<file path="src/rtl/cdc_hs_rx_ctrl.sv">
`default_nettype none
// cdc_hs_rx_ctrl: destination-side req/ack toggle handshake controller (settle, capture, valid/ready, ack toggle).
// Optional sticky overrun detection enabled by defining OVERRUN_DET_EN.  Rev 1.0
module cdc_hs_rx_ctrl #(
  parameter int DATA_WIDTH    = 8,
  parameter int SETTLE_CYCLES = 1
) (
  input  logic                  CLK,
  input  logic                  RST_n,
  input  logic                  req_sync,
  input  logic [DATA_WIDTH-1:0] bus_in,
  input  logic                  data_ready,
  input  logic                  err_clr,
  output logic [DATA_WIDTH-1:0] data_out,
  output logic                  data_valid,
  output logic                  ack_toggle,
  output logic                  busy,
  output logic                  overrun
);

  typedef enum logic [1:0] {
    IDLE   = 2'b00,
    SETTLE = 2'b01,
    HOLD   = 2'b10
  } state_t;

  localparam logic [3:0] SETTLE_INIT = 4'(SETTLE_CYCLES);

  state_t                state, state_nx;
  logic [3:0]            cnt, cnt_nx;
  logic                  req_q, req_q_nx;
  logic [DATA_WIDTH-1:0] data_nx;
  logic                  valid_nx;
  logic                  ack_nx;
  logic                  req_edge;

  assign req_edge = (req_sync != req_q);

  always_ff @(posedge CLK or negedge RST_n) begin
    if (!RST_n) begin
      state      <= IDLE;
      cnt        <= '0;
      req_q      <= 1'b0;
      data_out   <= '0;
      data_valid <= 1'b0;
      ack_toggle <= 1'b0;
      busy       <= 1'b0;
    end else begin
      state      <= state_nx;
      cnt        <= cnt_nx;
      req_q      <= req_q_nx;
      data_out   <= data_nx;
      data_valid <= valid_nx;
      ack_toggle <= ack_nx;
      busy       <= (state_nx != IDLE);
    end
  end

  always_comb begin
    state_nx = state;
    cnt_nx   = cnt;
    req_q_nx = req_q;
    data_nx  = data_out;
    valid_nx = data_valid;
    ack_nx   = ack_toggle;
    case (state)
      IDLE: begin
        if (req_edge) begin
          req_q_nx = req_sync;
          if (SETTLE_CYCLES == 0) begin
            data_nx  = bus_in;
            valid_nx = 1'b1;
            state_nx = HOLD;
          end else begin
            cnt_nx   = SETTLE_INIT;
            state_nx = SETTLE;
          end
        end
      end
      SETTLE: begin
        cnt_nx = cnt - 4'd1;
        // Capture on the last settle cycle; <= also guards a corrupted zero count.
        if (cnt <= 4'd1) begin
          data_nx  = bus_in;
          valid_nx = 1'b1;
          state_nx = HOLD;
        end
      end
      HOLD: begin
        if (data_valid && data_ready) begin
          valid_nx = 1'b0;
          ack_nx   = ~ack_toggle;
          state_nx = IDLE;
        end
      end
      default: state_nx = IDLE;
    endcase
  end

`ifdef OVERRUN_DET_EN
  logic overrun_nx;

  // A fresh toggle while a word is still in flight means the source ran ahead of ack.
  always_comb begin
    overrun_nx = overrun;
    if (((state == SETTLE) || (state == HOLD)) && req_edge)
      overrun_nx = 1'b1;
    else if (err_clr)
      overrun_nx = 1'b0;
  end

  always_ff @(posedge CLK or negedge RST_n) begin
    if (!RST_n) overrun <= 1'b0;
    else        overrun <= overrun_nx;
  end
`else
  logic unused_err_clr;
  assign unused_err_clr = err_clr;
  assign overrun        = 1'b0;
`endif

endmodule
`default_nettype wire
</file>
<file path="config.mk">
export PLATFORM = sky130hd
export DESIGN_NAME = cdc_hs_rx_ctrl
export DESIGN_NICKNAME = d
export VERILOG_FILES = /design/src/rtl/cdc_hs_rx_ctrl.sv
export SDC_FILE = /design/constraint.sdc
export NUM_CORES = 1
export LEC_CHECK = 0
export ABC_AREA = 0
export CAP_MARGIN = 20
export CORE_MARGIN = 3
export CORE_UTILIZATION = 44
export DETAILED_ROUTE_END_ITERATION = 8
export MAX_ROUTING_LAYER = met4
export PLACE_DENSITY = 0.73
export RECOVER_POWER = 25
export SYNTH_ARGS = -nofsm -noshare
export SYNTH_HDL_FRONTEND = slang
export SYNTH_SLANG_ARGS = --single-unit
</file>
<file path="constraint.sdc">
create_clock -name CLK -period 2.35 [get_ports CLK]
set_input_delay 0.47 -clock CLK [delete_from_list [all_inputs] [get_ports CLK]]
set_output_delay 0.47 -clock CLK [all_outputs]
set_load 0.005 [all_outputs]
</file>
==> results_dict.tcl <==
set metrics [dict create \
    drtIter0Drc 1 \
    ys_ff_latch 18 \
    io_pins 25 \
    port_buffers 22 \
    multi_input_area_um2 322 \
    fin_ws_ps 529 \
    fin_crit_sh 0.775 \
    cts_tree "yes" \
    yosys_warnings 0 \
    wl_mm 1.37 \
    drive_gt1_frac 0.213 \
    firstDrtPassIters 2 \
    grt_start_max_net_pins 19 \
    synth_top_area_frac 0.564 \
    rr_startpoint "cnt[0]" \
    fin_util 0.667 \
    gp_congestion 0.702 \
    root_buffer "clkbuf_4" \
    synth.avg_cell_area_um2 12.7 \
    coreArea_um2 1610 \
    synth_compound_area_frac 0.0815 \
    skew_ps 3.58 \
    diodes 0 \
    hold_path.class "flip-flop to flip-flop" \
    worstSetupPathType "flip-flop to flip-flop" \
    dpl_cell_area_um2 1060 \
    fp.dieH_um 48.6 \
    area_growth_pct 34.6 \
    dpl_worst_slack_ps 508 \
    slew_viol_final 0 \
    clock-sinks 18 \
    final_common_cell "clkdlybuf4s50_1" \
    muxShareOfSynthArea 0.139 \
    post_cts_buffers 0 \
    die-area_um2 2360 \
    synth_top_area_cell "dfrtp_1" \
    slew_headroom 0.382 \
    fmax_ghz 0.549 \
    synth_fa_ha_area_frac 0.0313 \
    rows 14 \
    synth_area_leaders "dfrtp_1, mux2_2, o2bb2ai_1" \
    antenna_left 0 \
    htree_levels 1 \
    leakage_nw 0.465 \
    yosys.area_share.simple 0.124 \
    drc 0 \
    cts-resized-gates 0 \
    routedWlPerCell_um 12.1 \
    die_w_um 48.6 \
    peakVddDrop_v 0.000665 \
    powerDensity_nw_per_um2 1310 \
    fin_crit_ps 1820 \
    initial_core_util 0.495 \
    grt_antenna_before_repair 0 \
    grt_usage 0.138 \
    clockBufferDepth 2 \
    fin_setup_tns_ps 0 \
    crit_path_start "cnt[0]" \
    synth_fp_nets 78 \
    start_kind "flip-flop" \
    final_area_um2 1070 \
    nets 106 \
    via_per_inst 4.81 \
    place_inst 110 \
    synth_cell_types 22 \
    dp_hpwl_mm 1.08 \
    cp_max_fo 6 \
    synth_area_um2 798 \
    grt_pass1_wl_mm 2.48 \
    min-delay-start "ack_toggle" \
    fillCellCount 135 \
    ys_seq_area_frac 0.564 \
    numCtsBuffers 3 \
    synthXorXnorAreaFrac 0.0219 \
    setup-violations-final 0 \
    overflow 0 \
    status "completed" \
    crit_path_end_kind "flip-flop" \
    vias 543 \
    first_global_vias 591 \
    clk_latency_ps 280 \
    maxCapViolations 0 \
    synth_cells 63 \
    final_cell_mix "clkdlybuf4s50_1, dfrtp_1, mux2_2, inv_1, nand2_1" \
    worstMarginPinSlew_ps 927 \
    instances_no_fill 113 \
    required_ps 2520 \
    hold_viol_final 0 \
    rsz0062_at_grt "no" \
    regArea_um2 450 \
    hold_buffers 0 \
    synth_top_family_by_area "multiplexers" \
    arrival_ps 2000 \
    clk_pin_slew_worst_paths_ps 90 \
]
==> through the flow <==
step	power (W)	hold WS [ps]
after global routing	0.00154	498
after floorplan	0.000973	174
after detailed placement	0.00128	471
after global placement	0.00126	461
after CTS	0.00143	484
final	0.00141	478
==> cell usage after synthesis <==
| library cell | count |
|---|---|
| nor4_4 | 1 |
| nor3_1 | 2 |
| ha_1 | 2 |
| buf_4 | 1 |
| dfrtp_1 | 18 |
| o21ai_0 | 1 |
| mux2i_1 | 1 |
| nor2_1 | 3 |
| nand2_1 | 4 |
| a21o_2 | 2 |
| nand2b_4 | 1 |
| xnor2_1 | 2 |
| or2_2 | 1 |
| mux2_2 | 9 |
| and2b_2 | 1 |
| a31oi_1 | 1 |
| o2bb2ai_1 | 3 |
| nor3b_1 | 1 |
| nand3_1 | 1 |
| conb_1 | 1 |
| a21oi_1 | 2 |
| inv_1 | 5 |
==> cell type report <==
class	count	share of cell area
Sequential cell	18	0.419
Multi-Input combinational cell	39	0.299
Timing Repair Buffer	24	0.215
Tap cell	24	0.0279
Clock buffer	3	0.0210
Inverter	5	0.0175
==> kinds of logic (layout without fill, tap and decap cells) <==
family          after synthesis  count (layout)
xor+xnor                      2               2
flops                        18              18
fa+ha+maj                     2               2
mux                          10              10
other cells                   1               1
buf+inv                       6              32
simple gates                 15              15
compound gates                9               9
==> final timing paths <==
kind / end / slack [ps] / depth (start not counted)
max: data_out[1] / 530 / 6
min: ack_toggle / 480 / 1
max reg2reg: data_out[1] / 530 / 6
min reg2reg: ack_toggle / 480 / 1
max in group asynchronous: cnt[1] / 960 / 2
min in group asynchronous: data_valid / 830 / 2
==> flip-flops by register name, summed over array words and instances (netlist names) <==
register,cells
req_q,1
busy,1
cnt,4
state,2
ack_toggle,1
data_valid,1
data_out,8
==> report_power, final <==
part	total (W)	switching, W	leakage, nW	internal [W]
logic	0.000676	0.000250	0.238	0.000426
clock network	0.000143	0.0000838	0.0138	0.0000594
registers	0.000586	0.000123	0.213	0.000464
==> layer usage <==
metal  up-vias  GRT usage  part of all wire
li1        266          -                 -
met1       260      0.157              0.46
met2        15      0.239              0.49
met5         -          -                 0
met3         2     0.0337             0.052
met4         0     0.0427            0.0029
==> worst max-delay path, stage by stage (launching register included) <==
cell and delay (ps):
dfrtp_1 430, inv_1 70, ha_1 170, nor2_1 90
nor4_4 390, buf_4 230, mux2_2 330
(Power assumes the default switching activity.)
==> RTL change 1, RTL diff (same flow settings) <==
Set the parameter `SETTLE_CYCLES` to 0 (it was 1).
--- a/src/rtl/cdc_hs_rx_ctrl.sv
+++ b/src/rtl/cdc_hs_rx_ctrl.sv
@@ -3,7 +3,7 @@
 // Optional sticky overrun detection enabled by defining OVERRUN_DET_EN.  Rev 1.0
 module cdc_hs_rx_ctrl #(
   parameter int DATA_WIDTH    = 8,
-  parameter int SETTLE_CYCLES = 1
+  parameter int SETTLE_CYCLES = 0
 ) (
   input  logic                  CLK,
   input  logic                  RST_n,
Function: changed (Yosys sat finds a counterexample within 4 cycles, from zero or initial values and one cycle with RST_n low).
==> RTL change 1 against the original RTL <==
  * Sequential cell count stayed put
  * Final area is 0.12% lower
  * Worst hold slack better by 0.0038 ns
  * Area after synthesis is 0.78% higher
  * Setup slack better by 0.031 ns
  * Wire length is 3.1% higher
Power is not compared: it rests on default switching activity, and its combinational part moved more than twofold at a synthesized area within 25%.
==> RTL change 1: results (changes against the original RTL) <==
- Status: complete, no violations
- FF-to-FF setup slack: 0.56 ns (+0.03 ns)
- Ratio of cells with drive above 1 in the final layout: 16.67% (-4.7 points)
- Dpl cell area: 1055 µm² (-0.12%)
- Mux cell area share after synthesis: 12.60% (-1.4 points)
- GRT Util Overall: 14.37% (+0.62 points)
- Rel. slew slack: 37.81% (-0.39 points)
- Top post-synthesis cells by area: dfrtp_1 56%, mux2_2 13%, xor2_1 4.4%, o32ai_4 3.4%, ha_1 3.1%
- Layout Skew: 0.004195 ns (+0.0006105 ns)
- Critical-path maximum fanout: 8 (+2)
- Vias in the first global route: 570 (-3.6%)
- Synthesized-area fraction occupied by xor and xnor cells: 6.532% (+4.3 points)
- Cell family with most CP delay: flip-flops
- R2R depth: 3 (-3)
- Pleak: 0.4723 nW
- Met2 GRT Util: 21.49% (-2.4 points)
- First-pass GRT wire length: 2532 µm (+1.9%)
- Vias per inst: 4.737 (-1.4%)
- DRC violation total after the first TritonRoute iteration: 3 (+2)
- Post-Synth Adder-Cell Area: 3.110% (-0.024 points)
- Drt wl/cell: 12.38 µm (+2.2%)
- Max incr delay on CP: 0.45 ns (+0.02 ns)
- Gpl congestion: 0.6924 (-1.4%)
- WP data arrival: 1.95 ns (-0.05 ns)
- Compound-Gate Fraction of Synth Area: 7.776% (-0.37 points)
- Final hold slack: 0.4823 ns (+0.003823 ns)
- Gate Count Post-Synth: 65 (+3.2%)
- Met3 global-route usage: 3.681% (+0.31 points)
- Final HPWL DP: 1098 µm (+2.2%)
- Commonest cells in the netlist: 18 x dfrtp_1, 9 x mux2_2, 5 x nor2_1
- Mapped Nets: 80 (+2.6%)
-- RTL change 1: area by class of cell --
type / instances / area, µm²
Clock buffer: 3 / 22.52
Sequential cell: 18 / 450.4
Fill cell: 139 / 538.0
Inverter: 4 / 15.01
Multi-Input combinational cell: 42 / 331.6
Timing Repair Buffer: 23 / 224.0
Tap cell: 24 / 30.03
-- RTL change 1: kinds of logic after synthesis --
| family | count (synthesis) |
|---|---|
| adder cells (fa/ha/maj) | 2 |
| other | 1 |
| XOR/XNOR | 6 |
| multiplexers | 9 |
| AND/OR/NAND/NOR | 17 |
| buffers and inverters | 5 |
| AO/OA/AOI/OAI | 7 |
| flip-flops | 18 |
-- RTL change 1: through the flow --
step | setup slack, ns | power [W] | utilization, %
after floorplan | 0.7012 | 0.0005583 | -
after global placement | 0.4189 | 0.0007500 | 65.45
after detailed placement | 0.3997 | 0.0007629 | 65.45
after CTS | 0.5357 | 0.0009038 | 66.85
after global routing | 0.4668 | 0.0009463 | 66.61
final | 0.5597 | 0.0008840 | 66.61
-- RTL change 1: per-layer routing --
layer | up-vias | wire length, µm
li1 | 269 | -
met1 | 256 | 628
met2 | 13 | 690
met3 | 2 | 76
met4 | 0 | 14
met5 | - | 0
-- RTL change 1: where the power goes --
part | internal, W | total, W | switching, W | leakage, nW
logic | 0.000218 | 0.000301 | 0.0000830 | 0.241
clock network | 0.0000593 | 0.000137 | 0.0000776 | 0.0138
registers | 0.000398 | 0.000446 | 0.0000485 | 0.218
-- RTL change 1: worst paths after layout --
kind	startpoint	endpoint
max	state[1]	data_out[5]
min reg2reg	ack_toggle	ack_toggle
min	ack_toggle	ack_toggle
min in group asynchronous	RST_n	data_out[4]
max reg2reg	state[1]	data_out[5]
max in group asynchronous	RST_n	data_out[5]
==> RTL change 2, RTL diff (config.mk and constraints unchanged) <==
Made on the original files. The 3 states of `state_t` get a one-hot encoding in 3 bits.
--- a/src/rtl/cdc_hs_rx_ctrl.sv
+++ b/src/rtl/cdc_hs_rx_ctrl.sv
@@ -18,10 +18,10 @@
   output logic                  overrun
 );
 
-  typedef enum logic [1:0] {
-    IDLE   = 2'b00,
-    SETTLE = 2'b01,
-    HOLD   = 2'b10
+  typedef enum logic [2:0] {
+    IDLE   = 3'b001,
+    SETTLE = 3'b010,
+    HOLD   = 3'b100
   } state_t;
 
   localparam logic [3:0] SETTLE_INIT = 4'(SETTLE_CYCLES);
Behaviour: no difference found for any inputs over 10 cycles, from zero or initial values and one cycle with RST_n low; not proved beyond that.
==> RTL change 2 against the original RTL <==
  * Setup slack improved by 0.040 ns
  * Worst hold slack got worse by 0.0049 ns
  * Die area is 7.2% higher
  * Largest cell class unchanged
  * First-iteration DRC count increased by 100%
  * Sequential power rose by 3%
  * Via count increased by 11%
  * Global-route usage up 0.27 points
  * Wire length is 7.2% higher
  * Area after synthesis grew 8.3%
  * Sequential cell count up 1
  * Clock power up 15%
  * Final area is 4.9% higher
  * Power is essentially flat
  * Largest power group unchanged
  * Critical path type unchanged
==> RTL change 2: results (changes against the original RTL) <==
- DR vias: 602 (+11%)
- Routing usage on met1: 19.23% (+3.5 points)
- Nets: 112 (+5.7%)
- Layout Skew: 0.01235 ns (+0.008761 ns)
- GRT Util Overall: 14.03% (+0.27 points)
- Fin cells: 121 (+7.1%)
- Unique masters post-synth: 31 (+41%)
- Gpl congestion: 0.7780 (+11%)
- Top post-synthesis cells by area: dfrtp_1 52%, mux2_2 13%, dfstp_2 3.0%, ha_1 2.9%, a21oi_1 2.3%
- Dpl cell area: 1104 µm² (+4.5%)
- Critical-path maximum fanout: 8 (+2)
- Commonest cells in the netlist: 18 x dfrtp_1, 10 x mux2_2, 4 x a21oi_1, 4 x nor2_1, 4 x o21ai_0
- Clock transition at the registers of the reported paths: 0.12 ns (+0.03 ns)
- Ratio of cells with drive above 1 in the final layout: 18.75% (-2.6 points)
- #FFs+latches synth: 19 (+1)
- Clk_lat worst skew: 0.30 ns (+0.02 ns)
- PortBufs: 22 (unchanged)
- Drt wl/cell: 12.12 µm (about the same)
- First-pass GRT wire length: 2684 µm (+8.1%)
- Metal-1 WL: 699 µm (+12%)
- Mapped Nets: 87 (+12%)
- Mean Syn Cell Area: 12.01 µm² (-5.2%)
- Dpl ws: 0.5459 ns (+0.03794 ns)
- Met3 global-route usage: 2.077% (-1.3 points)
- R2R depth: 5 (-1)
- Met2 wire length: 701 µm (+4.8%)
- Final HPWL DP: 1117 µm (+3.9%)
- Status: complete, no violations
- Met3 wire length: 60 µm (-15%)
- Pleak: 0.4693 nW (+0.94%)
- Total of max-cap violations: 0 (unchanged)
- Pin count of the biggest net entering global routing: 20 (+1)
- Max incr delay on CP: 0.38 ns (-0.05 ns)
- Met2 GRT Util: 20.43% (-3.4 points)
- DRC violation total after the first TritonRoute iteration: 2 (+1)
- Rel. slew slack: 35.14% (-3.1 points)
- Worst ir drop on vdd: 0.6410 mV (-3.6%)
==> RTL change 2: cell types whose count changed after synthesis, sizes merged, moves of 2 or more <==
cell / before / now
a21oi: 2 / 4
or3b: 0 / 2
o2bb2ai: 3 / 0
nor3: 2 / 0
inv: 5 / 3
a21o: 2 / 0
o21ai: 1 / 4
nand2: 4 / 1
==> RTL change 2: worst paths after layout <==
kind	start	endpoint	slack (ns)
min	ack_toggle	ack_toggle	0.47
max	cnt[0]	data_out[2]	0.57
min in group asynchronous	RST_n	state[2]	0.83
min reg2reg	ack_toggle	ack_toggle	0.47
max in group asynchronous	RST_n	cnt[2]	0.92
max reg2reg	cnt[0]	data_out[2]	0.57
==> RTL change 2: kinds of logic (layout without fill, tap and decap cells) <==
family          count (synthesis)  in the layout  share of synthesized area, %
flops                          19             19                         55.14
simple gates                   18             18                         12.88
other cells                     1              1                        0.4337
buf+inv                         6             30                         3.617
mux                            11             11                         14.18
compound gates                 13             13                         8.830
fa+ha+maj                       2              2                         2.894
xor+xnor                        2              2                         2.026
==> RTL change 2: worst max-delay path: cells and delay by family (launching register included) <==
| kind | cells | cell delay, ns |
|---|---|---|
| flip-flops | 1 | 0.38 |
| buffers and inverters | 1 | 0.07 |
| adder cells (fa/ha/maj) | 1 | 0.20 |
| multiplexers | 1 | 0.38 |
| AND/OR/NAND/NOR | 2 | 0.66 |
==> RTL change 2: layout make-up <==
type	count	area, µm²
fillers	140	655.6
flip-flops and latches	19	476.7
multi-input cells	47	356.6
repair buffers	23	224.0
well taps	25	31.28
clock buffers	3	22.52
inverters	3	11.26
clock inverters	1	5.005
==> RTL change 2: where the power goes <==
part           switching [W]  total (W)  internal (W)
clock               0.000101   0.000164     0.0000633
combinational       0.000239   0.000636      0.000397
sequential          0.000116   0.000606      0.000490
